$ cat config.mk
export PLATFORM = sky130hd
export DESIGN_NAME = float_to_fixed
export DESIGN_NICKNAME = d
export VERILOG_FILES = /design/src/rtl/f2i_pkg.sv /design/src/rtl/f2i_shifter.sv /design/src/rtl/float_to_fixed.sv
export SDC_FILE = /design/constraint.sdc
export NUM_CORES = 1
export LEC_CHECK = 0
export ABC_AREA = 1
export BUFFER_PORTS_ARGS = -buffer_cell sky130_fd_sc_hd__buf_2
export CAP_MARGIN = 5
export CORE_UTILIZATION = 42
export CTS_BUF_LIST = sky130_fd_sc_hd__clkbuf_8
export DETAILED_ROUTE_END_ITERATION = 16
export HOLD_SLACK_MARGIN = 0.15
export PLACE_DENSITY = 0.56
export REMOVE_ABC_BUFFERS = 1
export SKIP_LAST_GASP = 1
export SYNTH_ARGS = -nofsm -noshare
export SYNTH_HDL_FRONTEND = slang
export SYNTH_SLANG_ARGS = --single-unit
$ cat constraint.sdc
create_clock -name clk -period 3.45 [get_ports clk]
set_clock_uncertainty 0.1 [all_clocks]
set_input_delay 0.345 -clock clk [delete_from_list [all_inputs] [get_ports clk]]
set_output_delay 0.345 -clock clk [all_outputs]
set_load 0.005 [all_outputs]
$ cat src/rtl/f2i_pkg.sv
// Shared types, constants and the float16 decode helper for float_to_fixed.
package f2i_pkg;

  localparam int unsigned EXP_W        = 5;
  localparam int unsigned MANT_W       = 10;
  localparam int unsigned MAG_W        = 15;
  localparam int unsigned SIG_W        = MANT_W + 1;
  localparam int unsigned WORD_W       = 16;
  localparam int unsigned CNT_W        = 4;
  localparam int unsigned F16_BIAS     = 15;
  // Exponent at which the significand LSB has weight 1.
  localparam int unsigned INT_POINT    = F16_BIAS + MANT_W;
  localparam int unsigned EXP_SAT      = 30;
  localparam int unsigned EXP_ZERO_MAX = 13;

  typedef enum logic [3:0] {
    S_IDLE,
    S_RD_LO,
    S_RD_HI,
    S_CAPTURE,
    S_DECODE,
    S_SHIFT,
    S_WR_LO,
    S_WR_HI,
    S_DONE
  } state_t;

  // Shifter load command: direction, step count and initial magnitude.
  typedef struct packed {
    logic              left;
    logic [CNT_W-1:0]  cnt;
    logic [WORD_W-1:0] val;
  } shift_cmd_t;

  // Classify a float16 by exponent and build the shifter load command.
  function automatic shift_cmd_t f16_decode(input logic [7:0] hi, input logic [7:0] lo);
    logic [EXP_W-1:0] exp_f;
    logic [SIG_W-1:0] sig;
    shift_cmd_t       cmd;
    exp_f = hi[6:2];
    sig   = {1'b1, hi[1:0], lo};
    cmd   = '0;
    if (exp_f <= EXP_W'(EXP_ZERO_MAX)) begin
      cmd.val = '0;
    end else if (exp_f >= EXP_W'(EXP_SAT)) begin
      cmd.val = WORD_W'({MAG_W{1'b1}});
    end else if (exp_f < EXP_W'(INT_POINT)) begin
      cmd.val = WORD_W'(sig);
      cmd.cnt = CNT_W'(EXP_W'(INT_POINT) - exp_f);
    end else begin
      cmd.val  = WORD_W'(sig);
      cmd.cnt  = CNT_W'(exp_f - EXP_W'(INT_POINT));
      cmd.left = 1'b1;
    end
    return cmd;
  endfunction

endpackage

$ cat src/rtl/f2i_shifter.sv
// One-bit-per-cycle significand shifter with step counter.
// F2I_ROUND_EN: when defined, the bit leaving on the final right shift
// rounds the magnitude (half away from zero, saturating).
module f2i_shifter
  import f2i_pkg::*;
(
  input  logic             clk,
  input  logic             reset,
  input  logic             load_i,
  input  shift_cmd_t       cmd_i,
  input  logic             shift_en_i,
  output logic [MAG_W-1:0] mag_o,
  output logic [MAG_W-1:0] next_mag_c_o,
  output logic             last_c_o
);

  logic [WORD_W-1:0] val_q, val_d, step_c;
  logic [CNT_W-1:0]  cnt_q, cnt_d;
  logic              left_q, left_d;
`ifdef F2I_ROUND_EN
  logic              guard_c;
`endif

  // Next shift value, load/step selection and last-step flag.
  always_comb begin
    step_c   = left_q ? (val_q << 1) : (val_q >> 1);
    last_c_o = shift_en_i && (cnt_q == CNT_W'(1));
`ifdef F2I_ROUND_EN
    guard_c  = ~left_q & val_q[0];
    if (last_c_o && guard_c && (step_c[MAG_W-1:0] != {MAG_W{1'b1}})) begin
      step_c = step_c + WORD_W'(1);
    end
`endif
    val_d  = val_q;
    cnt_d  = cnt_q;
    left_d = left_q;
    if (load_i) begin
      val_d  = cmd_i.val;
      cnt_d  = cmd_i.cnt;
      left_d = cmd_i.left;
    end else if (shift_en_i) begin
      val_d = step_c;
      cnt_d = cnt_q - CNT_W'(1);
    end
    next_mag_c_o = val_d[MAG_W-1:0];
  end

  // Shift register, count and direction state.
  always_ff @(posedge clk) begin
    if (reset) begin
      val_q  <= '0;
      cnt_q  <= '0;
      left_q <= 1'b0;
    end else begin
      val_q  <= val_d;
      cnt_q  <= cnt_d;
      left_q <= left_d;
    end
  end

  assign mag_o = val_q[MAG_W-1:0];

endmodule

$ cat src/rtl/float_to_fixed.sv
// Half-precision float in data memory -> 16-bit sign-magnitude integer.
// Optional F2I_ROUND_EN selects rounding instead of truncation (in f2i_shifter).
module float_to_fixed
  import f2i_pkg::*;
#(
  parameter int unsigned   AW       = 8,
  parameter logic [AW-1:0] SRC_ADDR = AW'(2),
  parameter logic [AW-1:0] DST_ADDR = AW'(4)
) (
  input  logic          clk,
  input  logic          reset,
  input  logic          start,
  output logic          done,
  output logic [AW-1:0] mem_addr,
  output logic          mem_rd_en,
  output logic          mem_wr_en,
  output logic [7:0]    mem_wdata,
  input  logic [7:0]    mem_rdata
);

  state_t           state_q, state_d;
  logic [AW-1:0]    addr_q, addr_d;
  logic             rd_q, rd_d;
  logic             wr_q, wr_d;
  logic [7:0]       wdata_q, wdata_d;
  logic             done_q, done_d;
  logic [7:0]       lo_q, lo_d;
  logic [7:0]       hi_q, hi_d;
  logic             shift_load;
  logic             shift_en;
  logic             last_c;
  shift_cmd_t       cmd_c;
  logic [MAG_W-1:0] mag, next_mag_c;
  logic [WORD_W-1:0] res_c;

  assign cmd_c    = f16_decode(hi_q, lo_q);
  assign shift_en = (state_q == S_SHIFT);

  f2i_shifter u_shifter (
    .clk          (clk),
    .reset        (reset),
    .load_i       (shift_load),
    .cmd_i        (cmd_c),
    .shift_en_i   (shift_en),
    .mag_o        (mag),
    .next_mag_c_o (next_mag_c),
    .last_c_o     (last_c)
  );

  // Result word: settled value while writing the high byte, otherwise the value being loaded/shifted in.
  assign res_c = (state_q == S_WR_LO) ? {hi_q[7], mag} : {hi_q[7], next_mag_c};

  // Next state and registered memory/done outputs.
  always_comb begin
    state_d    = state_q;
    addr_d     = '0;
    rd_d       = 1'b0;
    wr_d       = 1'b0;
    wdata_d    = '0;
    done_d     = done_q;
    lo_d       = lo_q;
    hi_d       = hi_q;
    shift_load = 1'b0;
    case (state_q)
      S_IDLE, S_DONE: begin
        if (start) begin
          state_d = S_RD_LO;
          addr_d  = SRC_ADDR;
          rd_d    = 1'b1;
          done_d  = 1'b0;
        end
      end
      S_RD_LO: begin
        state_d = S_RD_HI;
        addr_d  = SRC_ADDR + AW'(1);
        rd_d    = 1'b1;
      end
      S_RD_HI: begin
        lo_d    = mem_rdata;
        state_d = S_CAPTURE;
      end
      S_CAPTURE: begin
        hi_d    = mem_rdata;
        state_d = S_DECODE;
      end
      S_DECODE: begin
        shift_load = 1'b1;
        if (cmd_c.cnt == '0) begin
          state_d = S_WR_LO;
          addr_d  = DST_ADDR;
          wr_d    = 1'b1;
          wdata_d = res_c[7:0];
        end else begin
          state_d = S_SHIFT;
        end
      end
      S_SHIFT: begin
        if (last_c) begin
          state_d = S_WR_LO;
          addr_d  = DST_ADDR;
          wr_d    = 1'b1;
          wdata_d = res_c[7:0];
        end
      end
      S_WR_LO: begin
        state_d = S_WR_HI;
        addr_d  = DST_ADDR + AW'(1);
        wr_d    = 1'b1;
        wdata_d = res_c[15:8];
      end
      S_WR_HI: begin
        state_d = S_DONE;
        done_d  = 1'b1;
      end
      default: state_d = S_IDLE;
    endcase
  end

  // State, captured operand and output registers.
  always_ff @(posedge clk) begin
    if (reset) begin
      state_q <= S_IDLE;
      addr_q  <= '0;
      rd_q    <= 1'b0;
      wr_q    <= 1'b0;
      wdata_q <= '0;
      done_q  <= 1'b0;
      lo_q    <= '0;
      hi_q    <= '0;
    end else begin
      state_q <= state_d;
      addr_q  <= addr_d;
      rd_q    <= rd_d;
      wr_q    <= wr_d;
      wdata_q <= wdata_d;
      done_q  <= done_d;
      lo_q    <= lo_d;
      hi_q    <= hi_d;
    end
  end

  assign done      = done_q;
  assign mem_addr  = addr_q;
  assign mem_rd_en = rd_q;
  assign mem_wr_en = wr_q;
  assign mem_wdata = wdata_q;

endmodule

Yosys cells after proc, flatten, opt, wreduce, memory -nomap -nowiden
Index checks and enable logic that the tools add are counted.
W data, S select, Z words.
Word-level totals
  logic and storage cells: 68
  input port bits: 11
  flip-flop bits (word level): 60
Cells by class
  magnitude comparators: 3
  equality and inequality tests: 11
  $add $sub $neg: 3
  muxes and demuxes: 31
  reductions and logical operators: 8
Operator list (number)
  $mux W16: 5
  $pmux W4 S8: 1
  $pmux W8 S3: 1
  $mux W20: 1
  $eq A4 B3 Y1 const B: 4
  $mux W4: 4
  $mux W8: 2
  $mux W15: 1
  $pmux W3 S5: 1
  $mux W5: 2
  $eq A4 B1 Y1 const B: 2
  $eq A4 B2 Y1 const B: 2
  $logic_not A4 Y1: 2
  $mux W1: 6
  $mux W3: 2
  $ge A5 B5 Y1 const B: 1
  $le A5 B4 Y1 const B: 1
  $lt A5 B5 Y1 const B: 1
  $eq A4 B4 Y1 const B: 1
  $mux W2: 2
  $ne A2 B2 Y1 const B: 2
  $pmux W1 S2: 2
  $reduce_and A2 Y1: 2
  $reduce_bool A2 Y1: 2
  other kinds (6): 6

Longest topological paths before layout
Gate-level depths: netlist of run 1.
  depth in word-level cells: 8
  gate-level depth with buffers: 13
  gate-level depth less buffers: 13

Modules after synthesis
From an unflattened synthesis of run 1, not the netlist that was laid out.
Second synthesis, totals
  cells, all modules: 443
  area, all modules: 3239.4 um2
By module, submodules not included
  float_to_fixed: instances 1, seq. area each 680.7 um2, area each 1854.3 um2, cells an instance 245
  f2i_shifter: instances 1, seq. area each 420.4 um2, area each 1385.1 um2, cells an instance 198

Worst setup path after synthesis of run 1
No wires, ideal clock.
  kind: reg-to-reg
  start: register hi_q[3]
  end: register wdata_q[1] (netlist: mem_wdata[1])
  slack: 1.766 ns
  data arrival time: 1.470 ns
  period minus slack after synthesis: 1.684 ns
  path buffers: 0
  setup time: 0.115 ns
  data required time: 3.235 ns
  cell stages (with the launch flop): 10
  cell sequence: dfxtp_1 inv_1 ha_1 a21oi_2 nand2_2 a21oi_4 o21ai_1 nand2_2 nor3_1 o21a_1
On the way
  word-level cells in the longest chain between the ends: 7
  elaborated cells between the ends (all ways): 16
  classes of those cells: 2 x add/sub; 3 x order compare; 10 x mux; 1 x reduce/logical
Ends and longest elaborated chain
  start, declared: line float_to_fixed.sv:28  | logic [7:0] hi_q, hi_d;
  start signal, assigned: line float_to_fixed.sv:138  | hi_q <= hi_d;
  $sub A4 B4 Y4, or another cell as far along: line f2i_pkg.sv:52  | cmd.cnt = CNT_W'(exp_f - EXP_W'(INT_POINT));
  $mux W20 or $mux W16 (tied branches): line f2i_pkg.sv:47, f2i_pkg.sv:45
  $mux W5 or $mux W16 (tied branches): line f2i_pkg.sv:45, f2i_pkg.sv:43
  $mux W5 or $mux W16 (tied branches): line f2i_pkg.sv:43, f2i_shifter.sv:37
  $logic_not A4 Y1 or $mux W15 (tied branches): line float_to_fixed.sv:88, float_to_fixed.sv:51
  $mux W8 (on tied branches): line float_to_fixed.sv:88, float_to_fixed.sv:98
  $pmux W8 S3 (*): line float_to_fixed.sv:64  | case (state_q)
  end signal, assigned: line float_to_fixed.sv:135  | wdata_q <= wdata_d;
  end, declared: line float_to_fixed.sv:25  | logic [7:0] wdata_q, wdata_d;
Every way passes the cells marked *; elsewhere a longest branch is shown, timed or not.
A chain may end at the register's enable or synchronous reset.

Worst setup path after layout of run 1
  start: register state_q[1]
  end: register wdata_q[1] (netlist: mem_wdata[1])
On the way
  word-level cells in the longest chain between the ends: 6
  elaborated cells between the ends (all ways): 11
  classes of those cells: 3 x eq/ne; 7 x mux; 1 x reduce/logical
Ends and longest elaborated chain
  start, declared: line float_to_fixed.sv:21  | state_t state_q, state_d;
  start signal, assigned: line float_to_fixed.sv:131  | state_q <= state_d;
  $eq A4 B3 Y1 (on tied branches): line float_to_fixed.sv:37, float_to_fixed.sv:64
  $mux W16 or $mux W1 (tied branches): line f2i_shifter.sv:41, float_to_fixed.sv:64
  $mux W16: line f2i_shifter.sv:37  | if (load_i) begin
  $mux W15: line float_to_fixed.sv:51  | assign res_c = (state_q == S_WR_LO) ? {hi_q[7], mag} : {hi_q[7], next_mag_c};
  $mux W8 (on tied branches): line float_to_fixed.sv:98, float_to_fixed.sv:88
  $pmux W8 S3 (*): line float_to_fixed.sv:64
Every way passes the cells marked *; elsewhere a longest branch is shown, timed or not. The select of a mux whose other input is x is not followed.

==> results_dict.tcl, run 1 <==
set metrics [dict create \
    gr-total-overflow 0 \
    grt_use_total_pct 19.9 \
    initial_core_util_pct 43.8 \
    cts_tree "yes" \
    status "finished with violations" \
    min_path_type "input pin to flop" \
    hold_viol_final 0 \
    ys_ff_latch 55 \
    violations "DRC" \
    synthCells 386 \
    slew_headroom_pct 39.7 \
    async_flop_share_pct 0 \
    grt_start_max_net_pins 33 \
    grt_pass1_vias 2273 \
    worstPathRequired_ns 3.55 \
    yosys_warnings 0 \
    ant_nets 0 \
    crit_path_end_kind "flop" \
    dieHeight_um 83.9 \
    drive_gt1_share_pct 13.3 \
    clk_latency_ns 0.31 \
    fmaxAchievable_ghz 0.469 \
    post-route-period-util_pct 61.8 \
    gp_congestion 0.832 \
    ir_worst_vdd_uv 241 \
    tightest_slew_ns 0.903 \
    cts-root-buf "clkbuf_8" \
    cts_setup_buffers 0 \
    setup_viol 0 \
    r2r_slack_ns 1.32 \
    hold_buffers 0 \
    fillCellCount 685 \
    path_clk_slew_ns 0.10 \
    final_cell_mix "nand2_1 (63), dfxtp_1 (55), inv_1 (46), nor2_1 (46)" \
    numCtsBuffers 5 \
    drt_pre_antenna_iters 11 \
    row_count 29 \
    hpwl_mm 4.73 \
    drcViolationCount 6 \
    cp_max_fo 17 \
    antenna_found_initial 0 \
    p_per_area_nw_per_um2 498 \
    path_cells "nor2_2, nand2_4, inv_1, nand3_2, nand4_1, o22ai_1, o21a_1" \
    syn_area_per_cell_um2 7.29 \
    grt_pass1_wl_mm 11.1 \
    rsz0062_at_grt "false" \
    dieWidth_um 83.9 \
    ys_seq_area_share_pct 39.1 \
    htreeDepth 2 \
    n_antenna_cell 0 \
    worstPathArrival_ns 2.23 \
    drt_wl_total_mm 6.72 \
    core_area_um2 6420 \
    synthToLayoutAreaGrowth_pct 8.23 \
    cts.sinks 55 \
    cts_max_path_buffers 2 \
    drt-initial-drc-count 200 \
    num_vias 2497 \
    min_period_ns 2.13 \
    critPathMaxStageDelay_ns 0.42 \
    die-area_um2 7030 \
    p_leak_uw 0.00121 \
    layout_commonest_cell "nand2_1" \
    ios 30 \
    wire_per_inst_um 13.9 \
    timing.hold.ws_ns 0.178 \
    fin_nets 423 \
    port_buffers 24 \
    finalSetupTns_ns 0 \
    vias_per_cell 5.18 \
    slew_violations 0 \
    synthesis.area_um2 2810 \
    path_class "flop to flop" \
    critPathSlowestCell "dfxtp_1" \
    cap_viol_max_count 0 \
    critPathLaunchType "flop" \
    synth_ff_type "dfxtp_1" \
    synth.distinct_cells 39 \
    synth-edff-count 0 \
    cts_resized 0 \
]
## worst max-delay path, delay by kind of cell, from the launching register on
family                 cells  cell delay (ns)
and+or+nand+nor            4             0.85
buffers and inverters      1             0.34
AOI/OAI and AO/OA          2             0.32
DFF                        1             0.42
## sequential cells by signal, summed over array words and instances (netlist names), named ones only
signal,flops
done,1
hi_q,8
lo_q,8
mem_addr,3
mem_rd_en,1
mem_wdata,8
mem_wr_en,1
state_q,4
u_shifter.cnt_q,4
u_shifter.left_q,1
u_shifter.val_q,15
## synth_stat cells (3+ instances only)
cell,n,area (µm²)
o21a_1,3,22.5
buf_6,3,33.8
nor2_1,46,173
inv_1,45,169
a211oi_1,8,60.1
nor2_2,3,18.8
dfxtp_1,55,1100
a31oi_1,4,25.0
inv_2,6,22.5
nand2_1,63,236
a21oi_1,35,175
clkbuf_1,5,18.8
ha_1,8,100
o22ai_1,5,31.3
nor2_4,3,33.8
o21ai_0,35,175
buf_4,5,37.5
nand3_1,21,105
nor3_1,5,25.0
## layout make-up
cell class                      instances  area (µm²)  area share, %
Timing Repair Buffer                   25         128           4.19
Clock inverter                          3        63.8           2.10
Clock buffer                            5        68.8           2.26
Tap cell                               77        96.3           3.16
Sequential cell                        55        1100           36.2
Inverter                               51         191           6.29
Multi-Input combinational cell        266        1400           45.9
## path summary, 6_finish.rpt
path | endpoint | cells after the start | startpoint
worst min register to register | lo_q[7] | 2 | lo_q[7]
worst max-delay path | mem_wdata[1] | 7 | state_q[1]
worst min-delay path | hi_q[7] | 3 | mem_rdata[7]
worst max register to register | mem_wdata[1] | 7 | state_q[1]
## through the flow
step	worst slack (ns)	util [%]	total power, µW	std cells	cell area (µm²)
after floorplan	1.76	-	950	372	2690
after global placement	1.34	45.4	1030	474	2910
after detailed placement	1.37	45.4	1030	474	2910
after CTS	1.33	47.4	1530	482	3050
after global routing	1.13	47.4	1600	482	3050
final	1.32	47.4	1520	482	3050
## per-layer routing
metal | share of wire (%) | track usage [%] | wire, µm
met5 | 0 | 0 | 0
met4 | 1.4 | 5.64 | 97
met3 | 4.2 | 3.46 | 283
met2 | 44 | 31.8 | 2990
met1 | 50 | 27.7 | 3350
## cells by family (layout without fill, tap and decap cells)
kind of cell             Yosys count  after routing  share of synthesized area (%)
AO/OA/AOI/OAI                     99             99                           20.2
XOR/XNOR                           3              3                          0.934
adder cells (fa/ha/maj)            8              8                           3.56
buffers and inverters             69             84                           11.8
flip-flops                        55             55                           39.1
other                              1              5                          0.133
AND/OR/NAND/NOR                  151            151                           24.3
## where the power goes
group	switching [µW]	internal, µW
Clock	208	287
Sequential	37.5	691
Combinational	197	95.7
Total	442	1070
Note: power is estimated with default switching activity, not from simulation.
==> run 2: changes to the inputs <==
--- a/config.mk
+++ b/config.mk
@@ -5,7 +5,7 @@
 export SDC_FILE = /design/constraint.sdc
 export NUM_CORES = 1
 export LEC_CHECK = 0
-export ABC_AREA = 1
+export ABC_AREA = 0
 export BUFFER_PORTS_ARGS = -buffer_cell sky130_fd_sc_hd__buf_2
 export CAP_MARGIN = 5
 export CORE_UTILIZATION = 42
==> constraint.sdc (replaced) <==
create_clock -name clk -period 1.99 [get_ports clk]
set_clock_uncertainty 0.1 [all_clocks]
set_input_delay 0.199 -clock clk [delete_from_list [all_inputs] [get_ports clk]]
set_output_delay 0.199 -clock clk [all_outputs]
set_load 0.005 [all_outputs]
==> results_dict.tcl, run 2 <==
set metrics [dict create \
    rsz0062_at_grt "true" \
    hold_viol_final 0 \
    worstPathArrival_ns 2.11 \
    cts_tree "yes" \
    row_count 29 \
    hold_depth 4 \
    yosysTopAreaCell "dfxtp_1" \
    multi_input_area_um2 1580 \
    path_class "flop to flop" \
    placed_area_um2 3010 \
    yosys_warnings 0 \
    finalSetupTns_ns 0 \
    cts-root-buf "clkbuf_8" \
    synthesis.area_um2 2740 \
    grt_pass1_vias 2227 \
    r2r-start "hi_q[4]" \
    cts.sinks 55 \
    power.internal_uw 1690 \
    synth_area_leaders "dfxtp_1 (40%), a21oi_1 (9.9%), nand2_1 (8.1%), mux2i_1 (4.8%), ha_1 (3.7%)" \
    cts_max_path_buffers 2 \
    ant_nets 0 \
    ys_ff_latch 55 \
    combPwrFrac_pct 17.4 \
    port_buffers 24 \
    yosys-top-cells-count "nand2_1 (59), dfxtp_1 (55), a21oi_1 (54)" \
    r2r_slack_ns 0.01 \
    crit_path_end_kind "flop" \
    drcViolationCount 0 \
    cap_viol_max_count 0 \
    p_per_area_nw_per_um2 704 \
    final_cell_mix "nand2_1 (59), dfxtp_1 (52), a21oi_1 (50)" \
    layout_commonest_cell "nand2_1" \
    n_antenna_cell 0 \
    cp_max_fo 7 \
    synth_mux_area_share_pct 5.58 \
    core_area_um2 6310 \
    path_clk_slew_ns 0.10 \
    p_leak_uw 0.00127 \
    final_util_pct 52.8 \
    slew_headroom_pct 65.2 \
    tightest_slew_ns 0.523 \
    synth_xor_xnor_area_share_pct 0.640 \
    min_to "state_q[3]" \
    largest_reg_flops 15 \
    finalInstanceArea_um2 3330 \
    vias_per_cell 5.34 \
    clk_latency_ns 0.32 \
    netSwitchingPower_uw 657 \
    wire_per_inst_um 14.8 \
    worstPathRequired_ns 2.13 \
    post-route-period-util_pct 99.3 \
    critPathLaunchType "flop" \
    drt_wl_total_mm 6.82 \
    min_path_type "input pin to flop" \
    synth_most_common_cell "nand2_1" \
    drt_pre_antenna_iters 5 \
    status "completed" \
    antenna_found_initial 0 \
    ir_worst_vdd_uv 326 \
    drt-initial-drc-count 103 \
    ys_seq_area_share_pct 40.3 \
    p_sw_share_pct 28.0 \
    setup_viol 0 \
    drive_gt1_share_pct 22.5 \
    fin_nets 401 \
    slew_violations 0 \
    grt_use_total_pct 21.5 \
    synth_ff_type "dfxtp_1" \
    dieHeight_um 82.7 \
    hpwl_mm 4.75 \
    grt_start_max_net_pins 24 \
    fmaxAchievable_ghz 0.506 \
    grt_pass1_wl_mm 11.1 \
    synthCells 338 \
    synth.distinct_cells 49 \
    gp_congestion 0.776 \
    synth-edff-count 0 \
    gr-total-overflow 0 \
    timing.rr.end "mem_wdata[0]" \
    numCtsBuffers 5 \
    min_period_ns 1.98 \
    synth_top_area_share_pct 40.3 \
    power_frac_clock_pct 32.4 \
    regArea_um2 1100 \
    async_flop_share_pct 0 \
    initial_core_util_pct 43.3 \
    ios 30 \
    syn_area_per_cell_um2 8.09 \
    seqPwrFrac_pct 50.2 \
    synth_adder_area_share_pct 3.66 \
    htreeDepth 2 \
    synth_compound_area_share_pct 23.7 \
    num_vias 2457 \
    synth_top_family_by_area "compound AO/OA/AOI/OAI gates" \
    synthToLayoutAreaGrowth_pct 21.8 \
    dieWidth_um 82.7 \
    fillCellCount 614 \
    synth-simple-area-share_pct 19.6 \
    top_register "u_shifter.val_q" \
    die-area_um2 6840 \
    worst_r2r_path_depth 7 \
    hold_start "start" \
]
[run 2: routing by layer]
layer  track usage, %  part of all wire [%]  up-vias
met4             5.17                   1.1        0
met3             3.96                   4.4        6
met1             31.5                    51     1127
met2             32.1                    44       54
li1                 -                     -     1270
met5                0                     0        -
[run 2: logic make-up (layout without fill, tap and decap cells)]
logic type / count (synthesis) / after routing
XOR/XNOR: 2 / 2
AO/OA/AOI/OAI: 103 / 103
flip-flops: 55 / 55
AND/OR/NAND/NOR: 120 / 120
other: 1 / 5
adder cells (fa/ha/maj): 8 / 8
buffers and inverters: 34 / 75
multiplexers: 15 / 15
[run 2: how the worst max path moves through the flow]
| stage | startpoint | to | slack, ns | cells after the start |
|---|---|---|---|---|
| 2_1_floorplan | state_q[2] | u_shifter.cnt_q[1] | -0.02 | 4 |
| 3_3_place_gp | hi_q[3] | mem_wdata[0] | 0.04 | 7 |
| 3_5_place_dp | hi_q[3] | mem_wdata[0] | 0.007 | 8 |
| 4_1_cts | hi_q[3] | u_shifter.cnt_q[3] | -0.009 | 8 |
| 5_1_grt | hi_q[3] | mem_addr[2] | -0.06 | 8 |
| 6_report | hi_q[4] | mem_wdata[0] | 0.01 | 7 |
[run 2: through the flow]
| step | total power, µW | hold slack (ns) | worst slack [ns] | instances |
|---|---|---|---|---|
| final | 2350 | 0.155 | 0.0142 | 460 |
| after detailed placement | 1570 | 0.349 | 0.00664 | 442 |
| after CTS | 2340 | 0.152 | -0.00928 | 458 |
| after global routing | 2470 | 0.164 | -0.0621 | 460 |
| after global placement | 1570 | 0.338 | 0.0402 | 442 |
| after floorplan | 1410 | 0.168 | -0.0160 | 315 |
[run 2: final cells by class]
| cell class | instances | area share [%] |
|---|---|---|
| Clock buffer | 5 | 2.07 |
| Clock inverter | 3 | 1.28 |
| Inverter | 7 | 0.864 |
| Multi-Input combinational cell | 253 | 47.4 |
| Sequential cell | 55 | 33.2 |
| Tap cell | 77 | 2.89 |
| Timing Repair Buffer | 60 | 12.3 |
[run 2: repair_timing]
item | CTS | global route
cloned | 0 | 0
resized for setup | 2 | 23
setup endpoints to repair | 2 | 18
hold buffers | 8 | 0
buffers inserted | 0 | 2
hold endpoints to repair | 16 | 0
pin swaps | 1 | 6
[run 2: critical path: stages, from the launching register on]
cell and delay [ns]:
dfxtp_2 0.33, inv_2 0.10, ha_4 0.15, a21bo_4 0.23
a211o_1 0.34, a211oi_4 0.31, o21ai_4 0.12, o31ai_2 0.22
[run 2: power by group through the flow]
stage / registers (µW) / logic, µW / clock network [µW]
final: 1180 / 408 / 760
after global placement: 1200 / 366 / 0
after CTS: 1180 / 382 / 779
after floorplan: 1220 / 188 / 0
after detailed placement: 1200 / 366 / 0
after global routing: 1190 / 456 / 828
==> run 3: changes to the inputs <==
==> constraint.sdc (replaced) <==
create_clock -name clk -period 1.92 [get_ports clk]
set_clock_uncertainty 0.1 [all_clocks]
set_input_delay 0.192 -clock clk [delete_from_list [all_inputs] [get_ports clk]]
set_output_delay 0.192 -clock clk [all_outputs]
set_load 0.005 [all_outputs]
==> results_dict.tcl, run 3 (same netlist as run 2, synthesis figures left out) <==
set metrics [dict create \
    cts_tree "yes" \
    fin_nets 401 \
    min_path_type "input pin to flop" \
    core_area_um2 6310 \
    hold_depth 2 \
    dp.cells 443 \
    ios 30 \
    n_antenna_cell 0 \
    placed_area_um2 3020 \
    initial_core_util_pct 43.3 \
    worst_r2r_path_depth 7 \
    numCtsBuffers 5 \
    cap_viol_max_count 0 \
    path_class "flop to flop" \
    p_leak_uw 0.00126 \
    clk_latency_ns 0.32 \
    min_period_ns 1.95 \
    post-route-period-util_pct 102 \
    violations "setup timing" \
    startpoint "hi_q[3]" \
    grt_start_max_net_pins 18 \
    cts_max_path_buffers 2 \
    hold_viol_final 0 \
    final_util_pct 52.3 \
    grt_use_total_pct 21.7 \
    hpwl_mm 4.85 \
    finalInstanceArea_um2 3300 \
    r2r-start "hi_q[3]" \
    drt_pre_antenna_iters 4 \
    cts.sinks 55 \
    largest_reg_flops 15 \
    wire_per_inst_um 14.4 \
    p_per_area_nw_per_um2 703 \
    r2r_slack_ns -0.03 \
    worstPathArrival_ns 2.10 \
    fin_ws_ns -0.0349 \
    tightest_slew_ns 0.705 \
    drcViolationCount 0 \
    min_to "u_shifter.cnt_q[3]" \
    grt_pass1_wl_mm 11.2 \
    fmaxAchievable_ghz 0.512 \
    fin_cells 460 \
    rsz0062_at_grt "true" \
    hold_start "reset" \
    ant_nets 0 \
    setup_viol 1 \
    dieHeight_um 82.7 \
    synthToLayoutAreaGrowth_pct 20.7 \
    htreeDepth 2 \
    dieWidth_um 82.7 \
    finalSetupTns_ns -0.0349 \
    path_cells "inv_4, ha_4, a21bo_4, a211o_1, a211oi_2, o21ai_2, o31ai_2" \
    antenna_found_initial 0 \
    die-area_um2 6840 \
    ir_worst_vdd_uv 484 \
    port_buffers 24 \
    top_register "u_shifter.val_q" \
    slew_headroom_pct 52.7 \
    status "finished with violations" \
    crit_family "compound AO/OA/AOI/OAI gates" \
    crit_path_end_kind "flop" \
    worstPathRequired_ns 2.06 \
    drive_gt1_share_pct 22.5 \
    critPathMaxStageDelay_ns 0.36 \
    drt-initial-drc-count 117 \
    post-place-ws_ns -0.0682 \
    timing.rr.end "mem_wdata[0]" \
    critPathLaunchType "flop" \
    grt_pass1_vias 2283 \
    cts-root-buf "clkbuf_8" \
    vias_per_cell 5.34 \
    row_count 29 \
    layout_commonest_cell "nand2_1" \
    cp_num_buf_inv 1 \
    drt_wl_total_mm 6.64 \
    gp_congestion 0.832 \
    final_cell_mix "nand2_1 (58), dfxtp_1 (53), a21oi_1 (49)" \
    cts_setup_buffers 0 \
    cp_max_fo 7 \
    slew_violations 0 \
    fillCellCount 648 \
    critPathSlowestCell "dfxtp_2" \
    path_clk_slew_ns 0.10 \
    gr-total-overflow 0 \
    num_vias 2458 \
]
[run 3: changes by cell type in the layout (fill, tap and decap cells not counted), sizes merged]
cell,previous run,this run
buf,52,51
bufinv,1,0
clkbuf,5,6
clkinv,0,1
dlygate4sd3,8,9
inv,9,8
[run 3: worst max-delay path by stage]
stage | cells after the start | end | slack [ns]
floorplan | 4 | u_shifter.cnt_q[1] | -0.09
global placement | 7 | mem_wdata[0] | -0.03
detailed placement | 8 | mem_addr[2] | -0.07
CTS | 8 | mem_wdata[5] | 0.002
global route | 7 | mem_wdata[0] | -0.11
finish | 7 | mem_wdata[0] | -0.03
[run 3: metal layers]
| layer | vias up | track usage (%) | share of wire (%) |
|---|---|---|---|
| li1 | 1269 | - | - |
| met1 | 1142 | 30.7 | 52 |
| met2 | 40 | 34.2 | 44 |
| met3 | 7 | 3.74 | 3.2 |
| met4 | 0 | 4.66 | 0.84 |
| met5 | - | 0 | 0 |
[run 3: power breakdown]
group	internal (µW)	switching [µW]	total, µW
Combinational	173	245	418
Sequential	1190	34.1	1220
Clock	292	392	684
Total	1650	672	2320
[run 3: stage by stage]
stage | hold slack, ns | total power [µW]
finish | 0.157 | 2320
global route | 0.172 | 2450
CTS | 0.151 | 2330
detailed placement | 0.349 | 1630
global placement | 0.341 | 1630
floorplan | 0.161 | 1460
[run 3: repair_timing]
action	CTS	global route
hold endpoints to repair	17	0
gates resized for setup	5	22
pin swaps	5	10
hold buffers	9	0
setup endpoints to repair	11	27
[run 3: final cells by class]
type                       count  area [µm²]  area share, %
multi-input combinational    253        1560           47.3
sequential                    55        1100           33.4
timing repair buffer          60         413           12.5
tap                           77        96.3           2.92
clock buffer                   6        82.6           2.50
inverter                       7        31.3          0.947
clock inverter                 2        12.5          0.379
